--- config.mk ---
export PLATFORM = sky130hd
export DESIGN_NAME = instruction_cache_flat
export DESIGN_NICKNAME = d
export VERILOG_FILES = /design/src/rtl/instruction_cache_pkg.sv /design/src/rtl/instruction_cache_if.sv /design/src/rtl/instruction_cache_line_store.sv /design/src/rtl/instruction_cache.sv /design/src/flat_wrapper.sv
export SDC_FILE = /design/constraint.sdc
export NUM_CORES = 1
export LEC_CHECK = 0
export ABC_CLOCK_PERIOD_IN_PS = 15000
export BUFFER_PORTS_ARGS = -buffer_cell sky130_fd_sc_hd__buf_2
export CELL_PAD_IN_SITES_DETAIL_PLACEMENT = 2
export CELL_PAD_IN_SITES_GLOBAL_PLACEMENT = 2
export CORE_ASPECT_RATIO = 2
export CORE_MARGIN = 8
export CORE_UTILIZATION = 30
export DETAILED_ROUTE_END_ITERATION = 16
export PLACE_DENSITY_LB_ADDON = 0.1
export SYNTH_ARGS = -nofsm -noshare
export SYNTH_HDL_FRONTEND = slang
export SYNTH_SLANG_ARGS = --single-unit
--- constraint.sdc ---
create_clock -name clock -period 15 [get_ports clock]
set_input_delay 1.5 -clock clock [delete_from_list [all_inputs] [get_ports clock]]
set_output_delay 1.5 -clock clock [all_outputs]
set_load 0.05 [all_outputs]
--- src/rtl/instruction_cache_pkg.sv ---
// Shared definitions for the direct-mapped instruction cache: FSM state
// encoding, line/word geometry and the big-endian word extractor.
package instruction_cache_pkg;

    typedef enum logic [0:0] {
        IDLE = 1'b0,
        FILL = 1'b1
    } state_t;

    localparam int LINE_BITS        = 128;
    localparam int WORD_BITS        = 32;
    localparam int LINE_OFFSET_BITS = 4;

    // Word k of a line: byte base+4k sits in the top byte of the result.
    function automatic logic [WORD_BITS-1:0] word_of(
        input logic [LINE_BITS-1:0] line,
        input logic [1:0]           k
    );
        logic [WORD_BITS-1:0] word;
        case (k)
            2'd0:    word = line[127:96];
            2'd1:    word = line[95:64];
            2'd2:    word = line[63:32];
            default: word = line[31:0];
        endcase
        return word;
    endfunction

endpackage

--- src/rtl/instruction_cache_if.sv ---
// Fetch-side and line-memory-side signals of the instruction cache.
// slave is the cache; master is the CPU plus line memory driving it.
interface instruction_cache_if;
    import instruction_cache_pkg::*;

    logic [31:0]          pc;
    logic                 pc_valid;
    logic [WORD_BITS-1:0] instruction;
    logic                 instruction_ready;
    logic                 stall;
    logic [31:0]          mem_address;
    logic [LINE_BITS-1:0] mem_data_line;

    modport slave (
        input  pc,
        input  pc_valid,
        input  mem_data_line,
        output instruction,
        output instruction_ready,
        output stall,
        output mem_address
    );

    modport master (
        output pc,
        output pc_valid,
        output mem_data_line,
        input  instruction,
        input  instruction_ready,
        input  stall,
        input  mem_address
    );

endinterface

--- src/rtl/instruction_cache_line_store.sv ---
// Valid/tag/data storage for the cache: one combinational read port for the
// lookup, one synchronous write port for line fills. Only valid bits reset.
module icache_line_store
    import instruction_cache_pkg::*;
#(
    parameter int NUM_LINES = 8,
    parameter int IW        = 3,
    parameter int TAG_BITS  = 25
) (
    input  logic                 clock,
    input  logic                 reset,
    input  logic [IW-1:0]        rd_index,
    output logic                 rd_valid,
    output logic [TAG_BITS-1:0]  rd_tag,
    output logic [LINE_BITS-1:0] rd_line,
    input  logic                 wr_en,
    input  logic [IW-1:0]        wr_index,
    input  logic [TAG_BITS-1:0]  wr_tag,
    input  logic [LINE_BITS-1:0] wr_line
);

    logic [NUM_LINES-1:0] valid_reg;
    logic [TAG_BITS-1:0]  tag_array  [NUM_LINES];
    logic [LINE_BITS-1:0] data_array [NUM_LINES];

    genvar gi;
    generate
        for (gi = 0; gi < NUM_LINES; gi++) begin : g_valid
            // Per-line valid bit: cleared by reset, set when its line is filled.
            always_ff @(posedge clock) begin
                if (reset) begin
                    valid_reg[gi] <= 1'b0;
                end else if (wr_en && (wr_index == IW'(gi))) begin
                    valid_reg[gi] <= 1'b1;
                end
            end
        end
    endgenerate

    // Tag and line data are left untouched by reset; valid gates their use.
    always_ff @(posedge clock) begin
        if (wr_en) begin
            tag_array[wr_index]  <= wr_tag;
            data_array[wr_index] <= wr_line;
        end
    end

    assign rd_valid = valid_reg[rd_index];
    assign rd_tag   = tag_array[rd_index];
    assign rd_line  = data_array[rd_index];

endmodule

--- src/rtl/instruction_cache.sv ---
// Direct-mapped instruction cache: same-cycle hits, and on a miss a stall
// while a line-aligned address is held on the line memory for MEM_WAIT edges
// before the returned 128-bit line is written into the line store.
module instruction_cache
    import instruction_cache_pkg::*;
#(
    parameter int NUM_LINES = 8,
    parameter int MEM_WAIT  = 7
) (
    input logic                 clock,
    input logic                 reset,
    instruction_cache_if.slave  bus
);

    localparam int IW       = $clog2(NUM_LINES);
    localparam int TAG_BITS = 32 - LINE_OFFSET_BITS - IW;
    localparam int CW       = $clog2(MEM_WAIT + 1);

    state_t               state_reg, state_next;
    logic [CW-1:0]        count_reg;
    logic [31:0]          mem_address_reg;
    logic [IW-1:0]        fill_index_reg;
    logic [TAG_BITS-1:0]  fill_tag_reg;

    // The index sits just above the 16-byte line offset so that all four
    // words of a line share one entry.
    logic [1:0]           pc_offset;
    logic [IW-1:0]        pc_index;
    logic [TAG_BITS-1:0]  pc_tag;
    logic [1:0]           unused_pc_bits;

    logic                 rd_valid;
    logic [TAG_BITS-1:0]  rd_tag;
    logic [LINE_BITS-1:0] rd_line;
    logic                 hit;

    logic                 start_fill;
    logic                 capture;
    logic                 wr_en;
    logic [WORD_BITS-1:0] instruction_out;
    logic                 ready_out;
    logic                 stall_out;

    assign pc_offset      = bus.pc[3:2];
    assign pc_index       = bus.pc[LINE_OFFSET_BITS +: IW];
    assign pc_tag         = bus.pc[31 -: TAG_BITS];
    assign unused_pc_bits = bus.pc[1:0];

    icache_line_store #(
        .NUM_LINES (NUM_LINES),
        .IW        (IW),
        .TAG_BITS  (TAG_BITS)
    ) u_line_store (
        .clock    (clock),
        .reset    (reset),
        .rd_index (pc_index),
        .rd_valid (rd_valid),
        .rd_tag   (rd_tag),
        .rd_line  (rd_line),
        .wr_en    (wr_en),
        .wr_index (fill_index_reg),
        .wr_tag   (fill_tag_reg),
        .wr_line  (bus.mem_data_line)
    );

    assign hit = bus.pc_valid && rd_valid && (rd_tag == pc_tag);

    // A reset landing on the capture edge must not leave a half-aborted write.
    assign wr_en = capture && !reset;

    // Next-state and fetch-side outputs: lookup in IDLE, wait out the memory in FILL.
    always_comb begin
        state_next      = state_reg;
        instruction_out = '0;
        ready_out       = 1'b0;
        stall_out       = 1'b0;
        start_fill      = 1'b0;
        capture         = 1'b0;
        case (state_reg)
            IDLE: begin
                if (bus.pc_valid) begin
                    if (hit) begin
                        ready_out       = 1'b1;
                        instruction_out = word_of(rd_line, pc_offset);
                    end else begin
                        stall_out  = 1'b1;
                        start_fill = 1'b1;
                        state_next = FILL;
                    end
                end
            end
            FILL: begin
                stall_out = 1'b1;
                if (count_reg == CW'(MEM_WAIT)) begin
                    capture    = 1'b1;
                    state_next = IDLE;
                end
            end
            default: state_next = IDLE;
        endcase
    end

    // State, wait counter, memory address and latched fill target.
    always_ff @(posedge clock) begin
        if (reset) begin
            state_reg       <= IDLE;
            count_reg       <= '0;
            mem_address_reg <= '0;
            fill_index_reg  <= '0;
            fill_tag_reg    <= '0;
        end else begin
            state_reg <= state_next;
            if (start_fill) begin
                mem_address_reg <= {bus.pc[31:LINE_OFFSET_BITS], {LINE_OFFSET_BITS{1'b0}}};
                fill_index_reg  <= pc_index;
                fill_tag_reg    <= pc_tag;
                count_reg       <= CW'(1);
            end else if (capture) begin
                count_reg <= '0;
            end else if (state_reg == FILL) begin
                count_reg <= count_reg + CW'(1);
            end
        end
    end

    assign bus.instruction       = instruction_out;
    assign bus.instruction_ready = ready_out;
    assign bus.stall             = stall_out;
    assign bus.mem_address       = mem_address_reg;

endmodule

--- src/flat_wrapper.sv ---
// flat-port wrapper written by rule: the top's interface ports become plain ports
module instruction_cache_flat import instruction_cache_pkg::*;
#(
    parameter int NUM_LINES = 8,
    parameter int MEM_WAIT  = 7
)
  (clock, reset, bus_pc, bus_pc_valid, bus_mem_data_line, bus_instruction, bus_instruction_ready, bus_stall, bus_mem_address);
  instruction_cache_if bus_i ();
  input logic clock;
  input logic reset;
  input wire logic [$bits(bus_i.pc)-1:0] bus_pc;
  input wire logic [$bits(bus_i.pc_valid)-1:0] bus_pc_valid;
  input wire logic [$bits(bus_i.mem_data_line)-1:0] bus_mem_data_line;
  output wire logic [$bits(bus_i.instruction)-1:0] bus_instruction;
  output wire logic [$bits(bus_i.instruction_ready)-1:0] bus_instruction_ready;
  output wire logic [$bits(bus_i.stall)-1:0] bus_stall;
  output wire logic [$bits(bus_i.mem_address)-1:0] bus_mem_address;
  assign bus_i.pc = bus_pc;
  assign bus_i.pc_valid = bus_pc_valid;
  assign bus_i.mem_data_line = bus_mem_data_line;
  assign bus_instruction = bus_i.instruction;
  assign bus_instruction_ready = bus_i.instruction_ready;
  assign bus_stall = bus_i.stall;
  assign bus_mem_address = bus_i.mem_address;
  instruction_cache #(.NUM_LINES(NUM_LINES), .MEM_WAIT(MEM_WAIT)) u_core (.clock(clock), .reset(reset), .bus(bus_i));
endmodule
# After elaboration in Yosys (flattened, before gate mapping)
# Memories as Yosys holds them, arrays and structs flattened.
# Cells that the tools add are included.
# op_classes
n_addsub	1
n_lt_le_gt_ge	1
eq_ne	11
mux	22
n_bitwise	1
reduce_logical	16
# ops
op	n
32-bit two-way mux	3
32-bit one-hot mux with 3 select lines	1
25-bit equality test	1
3-bit equality test, second input constant	5
1-bit two-way mux	15
1-bit logical AND	11
3-bit by 2-bit equality test with 1-bit output, second input constant	2
3-bit by 4-bit less-than comparator with 1-bit output, second input constant	1
1-bit one-hot mux with 2 select lines	2
3-bit by 1-bit adder with 3-bit output, second input constant	1
1-bit binary-select mux with 3-bit select	1
3-bit by 1-bit equality test with 1-bit output, second input constant	1
3-bit zero test	1
3-bit nonzero test	1
3-bit OR reduction	1
2-bit by 1-bit equality test with 1-bit output, second input constant	1
2-bit equality test, second input constant	1
2-bit zero test	1
1-bit zero test	1
1-bit inverter	1
# totals
reg_bits	68
ram_bits	1224
inputBits	163
output_inout_bits	66
wordCells	68
memories	2
# mem_list
memory	words	width	read_ports	rd_clocked_by_memory_dff	wr	line_no	source
u_core.u_line_store.data_array	8	128	1	0	1	instruction_cache_line_store.sv:24	logic [LINE_BITS-1:0] data_array [NUM_LINES];
u_core.u_line_store.tag_array	8	25	1	0	1	instruction_cache_line_store.sv:23	logic [TAG_BITS-1:0] tag_array [NUM_LINES];

# Longest topological paths before layout
# Gate-level depths: netlist of run 1.
# logic_depth
word_depth	8
depth_mapped	13
mapped_depth_nobuf	8

# Cells and area by module
# A second synthesis of run 1 with hierarchy kept.
# hier_totals
cells_unflattened	2076
hier_area_um2	49023.3
# modules_own_cells
mod	instances	cells_each	area_each_um2	seq_area_each_um2
icache_line_store	1	1813	46249.4	36915.4
instruction_cache	1	263	2773.9	640.6

# Least setup slack after synthesis of run 1
# Ideal clock, no wire load.
# synth_timing
path_kind	input -> register
start	input reset
end	memory u_core.u_line_store.data_array[0][0] (enable)
arrival_time_ns	12.439
slack_ns	1.706
cell_stages	3
path_buffers	1
path_cell_list	clkbuf_1 > or3_1 > nor3_1
# synth_via
elab_chain_len	4
# synth_rtl
element	line_no	source
start: declaration	flat_wrapper.sv:10	input logic reset;
1-bit zero test	instruction_cache.sv:69	assign wr_en = capture && !reset;
1-bit logical AND	instruction_cache.sv:69	
1-bit two-way mux	instruction_cache_line_store.sv:42	if (wr_en) begin
1-bit two-way mux (not written as such)	instruction_cache_line_store.sv:44	data_array[wr_index] <= wr_line;
end: declaration	instruction_cache_line_store.sv:24	
# Every way passes these cells.

# Final worst setup path of run 1
# layout_timing
start	input bus_pc[4]
end	output bus_instruction[11]
# layout_via
elab_chain_len	7
# layout_rtl
element	line_no	source
start: declaration	flat_wrapper.sv:11	input wire logic [$bits(bus_i.pc)-1:0] bus_pc;
branches (longest 4 deep; another with memory read 8 x 25 bit)	n/a	
32-bit two-way mux (*)	instruction_cache.sv:82	if (hit) begin
32-bit two-way mux (*)	instruction_cache.sv:81	if (bus.pc_valid) begin
32-bit two-way mux (*)	instruction_cache.sv:79	case (state_reg)
end: declaration	flat_wrapper.sv:14	output wire logic [$bits(bus_i.instruction)-1:0] bus_instruction;
# Mark *: on every way between the ends. The select of a mux whose other input is x is not followed.

==> results.md, run 1 <==
- The multi-input logic area is 10,400 sq um.
- Dividing the detail-routed via count by the number of cells gives approximately 4.8.
- The number of remaining DRC errors is 0.
- The endpoint class of the critical path is an output port.
- The share of total power dissipated in the clock network is 0.425.
- The final weighted congestion in routability-driven placement is 0.664.
- Once placement completed, the tool counted placed cells totaling 4,306.
- The highest achievable clock rate is 0.122 GHz.
- The count of flip-flops with a built-in enable after synthesis is around 1,200.
- The routed design could run at a clock period as short as between 8000 and 9000 ps.
- The post-synthesis cell area is slightly below 50,000 sq um.
- The post-cts gate resize count is 0.
- The highest layer touched by signal routing is met5.
- In this run the vertical extent of the chip is between 500 and 600 microns.
- The most area-hungry cell type in the Yosys netlist is sky130_fd_sc_hd__edfxtp_1.
- The flop and latch count out of synthesis is around 1,300.
- Summing over every cut layer, the via total after detailed routing is 22,000.
- Sorting the synthesized cells by how often they occur yields 1,224 x sky130_fd_sc_hd__edfxtp_1, 355 x sky130_fd_sc_hd__mux4_2, 109 x sky130_fd_sc_hd__mux2i_1, 60 x sky130_fd_sc_hd__nand2b_1, 60 x sky130_fd_sc_hd__nor2_1.
- The minimum setup slack among reg-to-reg paths is 10,630 ps.
- The total routed wirelength is 128,000 microns.
- The beginning of the worst register-to-register path is u_core.count_reg[0].
- The worst-case IR drop observed on VDD is 0.102 mV.
- The sequential cells in the finished layout cover a total of 37,600 sq um.
- The initial antenna violation count is 58.
- Clock latency on the worst-skew pair, taken at its later pin, is 740 ps.
- The share of synthesized area in the top cell type comes to 0.758.
- The remaining max-slew budget at the tightest pin is 0.278.
- After detailed routing, the wire length on met1 is roughly 54,000 microns.
- The I/O pin total is ~230.
- Detailed placement finished with a half-perimeter wire length of approximately 71,000 microns.
- In this run, distinct cell masters in the synthesized netlist total 40.
- The internal power component is 5770 uW.
- The total length of routed met2 wires is 65,100 microns.
- In the final layout, the share of cells above drive strength 1 is 0.334.
- The worst hold slack across all endpoints is 476 ps.
- The first TritonRoute pass finished after 4 iterations.
- The first global-routing pass estimated 186,000 microns of wire.
- The count of final hold-check violations is 0.
- The most used flip-flop cell after synthesis is sky130_fd_sc_hd__edfxtp_1.
- The area growth from synthesis to layout is 15.9%.
- In the finished design, the share of the clock period the worst path needs comes to 0.547.
- The pin count of the biggest net entering global routing is 115.
- The mean cell area of the mapped netlist is 23.6 sq um.
- Of the synthesized area, sequential elements account for 0.775.
- In this run the static leakage power is ~0.018 uW.
- STA puts the critical path data required time at 13,500 ps.
- The power share of the sequential group is 0.530.
- The starting utilization of the core area is 0.302.
- The share of total power dissipated in combinational logic is 0.045.
- The count of fill cells added during filler insertion is 15,400.
- The tightest min-delay check is of the flop to flop type.
- The post-synthesis instance total is between 2,000 and 2,500.
- Setup repair after global routing left no endpoint under its margin.
- The run finished with clean final reports.
- The number of setup buffers added after CTS is 0.
- In the final design database the tool counted 2,493 nets.
- The most common cell in the netlist is sky130_fd_sc_hd__edfxtp_1.
- The detailed router finished its first iteration with roughly 1,200 violations.
- The maximum clock path buffer count is 3.
- The power per unit of standard cell area is 131 nW/um^2.
- The startpoint identified for the worst hold timing path is u_core.u_line_store.valid_reg[5].
- The kind of launch point of the worst setup path is an input port.
- The floorplan step defined a die boundary enclosing 175,000 sq um.
- In this run the power spent charging and discharging nets is around 1600 uW.
- The total area inside the core boundary comes to approximately 160,000 sq um.
- The maximum fanout count along the critical path is 100.
- The category of the most critical setup path is input port to output port.
- The total negative slack is 0 ps.
- In the global route stage, overall resource usage came out at 0.145.
- The root buffer cell chosen for the clock tree is sky130_fd_sc_hd__clkbuf_16.
- The total grt overflow is 0.
- The count of nets left with antenna violations once routing finished came out at 0.
- The count of hold-fix buffers inserted at cts is 0.
- The async set or reset register ratio after synthesis is 0.
- The number of warnings reported in the yosys synthesis log is 0.
- At the pin with the least slew margin, the transition time is 1080 ps.
- For this design, the sink count on the clock tree is around 1,300.
- The floorplan has between 200 and 250 rows.
- The total clock buffers created by CTS is between 100 and 150.
- The via count of the first global-routing pass is between 20,000 and 30,000.
- The clock tree from TritonCTS is done.
- The CTS H-tree depth is 3.
- By area the synthesized netlist is led by sky130_fd_sc_hd__edfxtp_1 76%, sky130_fd_sc_hd__mux4_2 16%, sky130_fd_sc_hd__mux2i_1 2.3%.
- Measured on the finished design, the core utilization comes to 0.350.
- During placement, the flow inserted port buffers numbering ~220.
- Dividing the detail-routed wire length by the instance count gives 28.2 microns.
- The finished layout holds 4,547 standard cells, fillers aside.
- The count of pins over their slew limit came to 0.
- Clock skew on the completed layout was measured at 40.2 ps.
- Of the total power, the share spent switching nets is 0.213.
- Max-cap violations in this run came to 0.
- The detailed route wirelength on metal3 is 6390 microns.
- The register with the most flip-flops in the layout has ~1,000 of them.
- Tracing the worst setup path back leads to its startpoint at bus_pc[4].
- The width of the chip is 300 microns.
- The clock-pin slew on the worst setup and hold paths is about 60 ps.
- Setup violations remaining at the end of the flow were counted as 0.
- The data arrival time of the worst path is between 6000 and 7000 ps.
## cell families (layout without fill, tap and decap cells)
| logic type | count (synthesis) | count (layout) | share of synthesized area |
|---|---|---|---|
| adders and majority gates | 2 | 2 | 0.000516 |
| and+or+nand+nor | 148 | 148 | 0.0160 |
| muxes | 469 | 469 | 0.189 |
| xor gates and xnor gates | 19 | 19 | 0.00343 |
| buffers and inverters | 114 | 495 | 0.0115 |
| other | 1 | 17 | 0.0000774 |
| AOI/OAI and AO/OA | 33 | 33 | 0.00483 |
| DFF | 1264 | 1264 | 0.775 |
## path summary, 6_finish.rpt
check                                         endpoint  depth (start not counted)
setup / recovery                   bus_instruction[11]                         11
hold / removal        u_core.u_line_store.valid_reg[5]                          2
setup reg to reg  u_core.u_line_store.data_array[2][2]                          7
hold reg to reg       u_core.u_line_store.valid_reg[5]                          2
## per-layer routing
layer / up-vias / track usage
li1: 9278 / -
met5: - / 0
met1: 12100 / 0.184
met3: 203 / 0.0341
met4: 42 / 0.0332
met2: 434 / 0.253
## layout by cell type, fill, tap and decap left out, drive strengths merged, types with 3 or more instances in the layout
master,n
a21oi,7
a22oi,12
and3,5
buf,262
bufinv,15
clkbuf,153
clkinv,46
clkinvlp,6
conb,4
dfxtp,40
diode,13
edfxtp,1224
inv,13
mux2,5
mux2i,109
mux4,355
nand2,5
nand2b,60
nand4,4
nor2,60
nor2b,3
xnor2,6
xor2,13
## layout make-up
class / instances / share of cell area
Antenna cell: 13 / 0.000579
Clock buffer: 152 / 0.0562
Clock inverter: 76 / 0.0148
Inverter: 4 / 0.000267
Multi-Input combinational cell: 675 / 0.185
Sequential cell: 1264 / 0.669
Tap cell: 2100 / 0.0468
Timing Repair Buffer: 263 / 0.0273
## metrics by stage
| stage | area, sq um | worst slack [ps] | power [uW] |
|---|---|---|---|
| 2_1_floorplan | 48500 | 1710 | 4170 |
| 3_5_place_dp | 52100 | 6540 | 4310 |
| 6_report | 56200 | 6790 | 7340 |
| 5_1_grt | 56100 | 6270 | 7590 |
| 3_3_place_gp | 52100 | 6680 | 4300 |
| 4_1_cts | 56100 | 6540 | 7470 |
## power groups by stage
stage,combinational (uW),sequential (uW),clock [uW]
floorplan,193,3980,0
global placement,336,3960,0
CTS,346,3890,3230
detailed placement,346,3960,0
global route,363,3890,3340
finish,333,3890,3120
## worst max-delay path, cell delays in order
cell and delay [ps]:
sky130_fd_sc_hd__buf_8 480, sky130_fd_sc_hd__buf_4 880, sky130_fd_sc_hd__buf_12 700, sky130_fd_sc_hd__mux2_2 300, sky130_fd_sc_hd__o22ai_1 80, sky130_fd_sc_hd__a221oi_1 390, sky130_fd_sc_hd__xor2_1 140, sky130_fd_sc_hd__or4_4 570
sky130_fd_sc_hd__or4_4 820, sky130_fd_sc_hd__nor2_1 250, sky130_fd_sc_hd__buf_2 300
Power figures use the tool's default switching activity.
==> run 2, diff against run 1 <==
Settings changed: ABC_CLOCK_PERIOD_IN_PS 15000 to 6800.
Clock period 15 ns to 6.8 ns, I/O delays scaled along.
==> run 2 against run 1 <==
Sequential power up 120%. Critical path depth decreased by 2. Sequential cell count unchanged. Via count is 0.43% higher. Clock-buffer cell count decreased by 5. Highest routed layer unchanged. Non-clock buffer count increased by 10. Global-route usage is 0.11 points higher. Cell count hardly changed. Largest cell class unchanged. Clock skew down 6.4 ps. Largest power group unchanged. Power increased by 120%. First-iteration DRC count increased by 4.0%. Final area about the same.
==> results.md, run 2 (synthesized netlist as in run 1, its figures left out) <==
- The final critical-path share of the clock period is 0.762.
- The final weighted congestion in routability-driven placement is 0.684 (+3.1%).
- The detailed placer's ending HPWL was 73,800 microns (+3.4%).
- The maximum fanout count along the critical path is 52 (-48%).
- The sequential cell area is 37,600 sq um (unchanged).
- The number of remaining DRC errors is 0 (unchanged).
- The CTS H-tree depth is 3 (unchanged).
- The remaining max-slew budget at the tightest pin came to 0.329 (+0.0506).
- In this run the critical register-to-register path is launched from u_core.u_line_store.tag_array[7][20].
- The final period demand of the worst path is 5180 ps.
- The remaining antenna violation count came to 0 (unchanged).
- The DRC violation total after the first TritonRoute iteration is 1,298 (+4.0%).
- The critical path starts at bus_pc[5].
- The signed area change from the synthesized netlist to the final layout is 16.0% (about the same).
- The run finished with clean final reports.
- The post-cts gate resize count is 0 (unchanged).
- The I/O pin total is 229 (unchanged).
- The total routed wirelength was 129,000 microns (+0.51%).
- The number of flip-flops under the largest register name is 1,024 (unchanged).
- The width of the chip is 300 microns (unchanged).
- In the layout the commonest cells are 1,224 x sky130_fd_sc_hd__edfxtp_1, 355 x sky130_fd_sc_hd__mux4_2, 217 x sky130_fd_sc_hd__buf_2.
- TritonCTS built the clock tree.
- The mean routed wirelength per cell is 28.4 microns (+0.60%).
- The kind of launch point of the worst setup path is an input port.
- The largest clock skew in the final design was 33.7 ps (-6.42 ps).
- The total negative slack was 0 ps (unchanged).
- The number of detailed-routing iterations run before antenna repair is 5 (+1).
- The minimum setup slack among reg-to-reg paths came to 3420 ps (-7210 ps).
- The logic depth of the worst register-to-register path is 8 (+1).
- The first-pass GRT wire length is 187,000 microns (+0.36%).
- The count of pins over their slew limit came to 0 (unchanged).
- The all-layer global routing usage is 0.147 (+0.00107).
- The die boundary height is 584 microns (unchanged).
- The number of buffers inserted by port buffering is 222 (unchanged).
- The starting utilization of the core area was 0.302 (unchanged).
- The hold path startpoint is bus_mem_data_line[68].
- The count of final hold-check violations came to 0 (unchanged).
- Setup repair after global routing left no endpoint under its margin.
- The share of the core filled with cells is 0.350 (about the same).
- The number of nets in the finished design was 2,500 (+0.28%).
- Derived from the worst setup path, the maximum achievable clock frequency is 0.193 GHz.
- The pin count of the biggest net entering global routing is 107 (-7.0%).
- The required time at the endpoint of the critical path is 6120 ps (-7380 ps).
- The clock-pin slew on the worst setup and hold paths is 70 ps (about the same).
- The placeable core area is 161,000 sq um (unchanged).
- The area of all placed cells without fillers is 56,200 sq um (about the same).
- The count of hold-fix buffers inserted at cts is 0 (unchanged).
- The standard cell area after detailed placement is 52,300 sq um (+0.31%).
- The total grt overflow is 0 (unchanged).
- The worst setup path is captured at an output port.
- The count of fill cells added during filler insertion is 15,300 (-0.51%).
- The end of the worst register-to-register path is u_core.fill_tag_reg[20].
- The maximum clock path buffer count is 3 (unchanged).
- The data arrival time of the worst path was 4500 ps (-2210 ps).
- The leakage power is 0.0179 uW (+0.14%).
- The power per unit of standard cell area is 285 nW/um^2 (+120%).
- The measured slew at the worst slew-check pin came to 1000 ps (-79.2 ps).
- The path with the worst hold slack has its endpoint at u_core.u_line_store.data_array[3][68].
- The TritonCTS sink count is 1,264 (unchanged).
- The number of max-cap violations came to 0 (unchanged).
- The number of setup buffers added after CTS is 0 (unchanged).
- The cell depth of the worst hold path is 1 (-1).
- The multi-input logic area is 10,400 sq um (+0.12%).
- The maximum resistive drop on vdd is 0.203 mV (+99%).
- The share of post-route cells with drive strength above 1 is 0.337 (+0.00356).
- The via count of the routed design was 22,100 (+0.43%).
- The worst setup path is of the input port to output port kind.
- The floorplan row count is 208 (unchanged).
- The initial antenna violation count is 56 (-3.4%).
- The total clock buffers created by CTS came to 117 (-2.5%).
- The number of endpoints failing setup at the final stage was 0 (unchanged).
- The die area is 175,000 sq um (unchanged).
- The cell chosen for the clock root is sky130_fd_sc_hd__clkbuf_16.
- The most common cell after layout, fill and taps aside is sky130_fd_sc_hd__edfxtp_1.
- The via count of the first global-routing pass came to 25,500 (-0.87%).
- The detail-routed via count per cell is 4.87 (+0.52%).
- The worst hold path belongs to the class input port to flop.
- The clock latency at the later pin of the worst-skew pair came to 720 ps (-20 ps).
-- run 2: through the flow --
stage          total power (uW)  worst slack, ps  hold slack, ps  instances
6_report                  16000             1620             228       4543
5_1_grt                   16600             1340             184       4538
4_1_cts                   16300             1430             152       4535
3_5_place_dp               9520             1410             472       4316
3_3_place_gp               9490             1450             446       4316
2_1_floorplan              9200            -1540             435       2053
-- run 2: report_power, final --
| part | switching, uW | internal (uW) |
|---|---|---|
| Clock | 2920 | 3770 |
| Sequential | 30.0 | 8540 |
| Combinational | 427 | 315 |
| Total | 3380 | 12600 |
-- run 2: routing by layer --
layer,up-vias,global-route usage,wire [microns]
li1,9261,-,-
met4,42,0.0321,2460
met5,-,0,278
met3,211,0.0333,6320
met1,12100,0.183,53200
met2,450,0.259,66600
-- run 2: cell type report --
cell class,count,area share
clock inverter,72,0.0138
multi-input combinational,675,0.186
sequential,1264,0.668
antenna,8,0.000356
inverter,4,0.000267
clock buffer,147,0.0552
tap,2100,0.0467
timing repair buffer,273,0.0299
-- run 2: worst max path at each step --
stage | end | slack (ps) | cells past startpoint
4_1_cts | bus_instruction[6] | 1430 | 9
5_1_grt | bus_instruction[6] | 1340 | 9
2_1_floorplan | u_core.u_line_store.data_array[2][0] | -1540 | 3
6_report | bus_instruction[11] | 1620 | 9
3_3_place_gp | bus_instruction[12] | 1450 | 9
3_5_place_dp | bus_instruction[6] | 1410 | 9
-- run 2: critical path, stage by stage --
cell                      delay, ps
sky130_fd_sc_hd__buf_8          440
sky130_fd_sc_hd__buf_4          570
sky130_fd_sc_hd__mux2i_1        360
sky130_fd_sc_hd__xor2_1         180
sky130_fd_sc_hd__nand4_1        250
sky130_fd_sc_hd__or4_4          530
sky130_fd_sc_hd__or4_4          820
sky130_fd_sc_hd__nor2_1         250
sky130_fd_sc_hd__buf_2          290
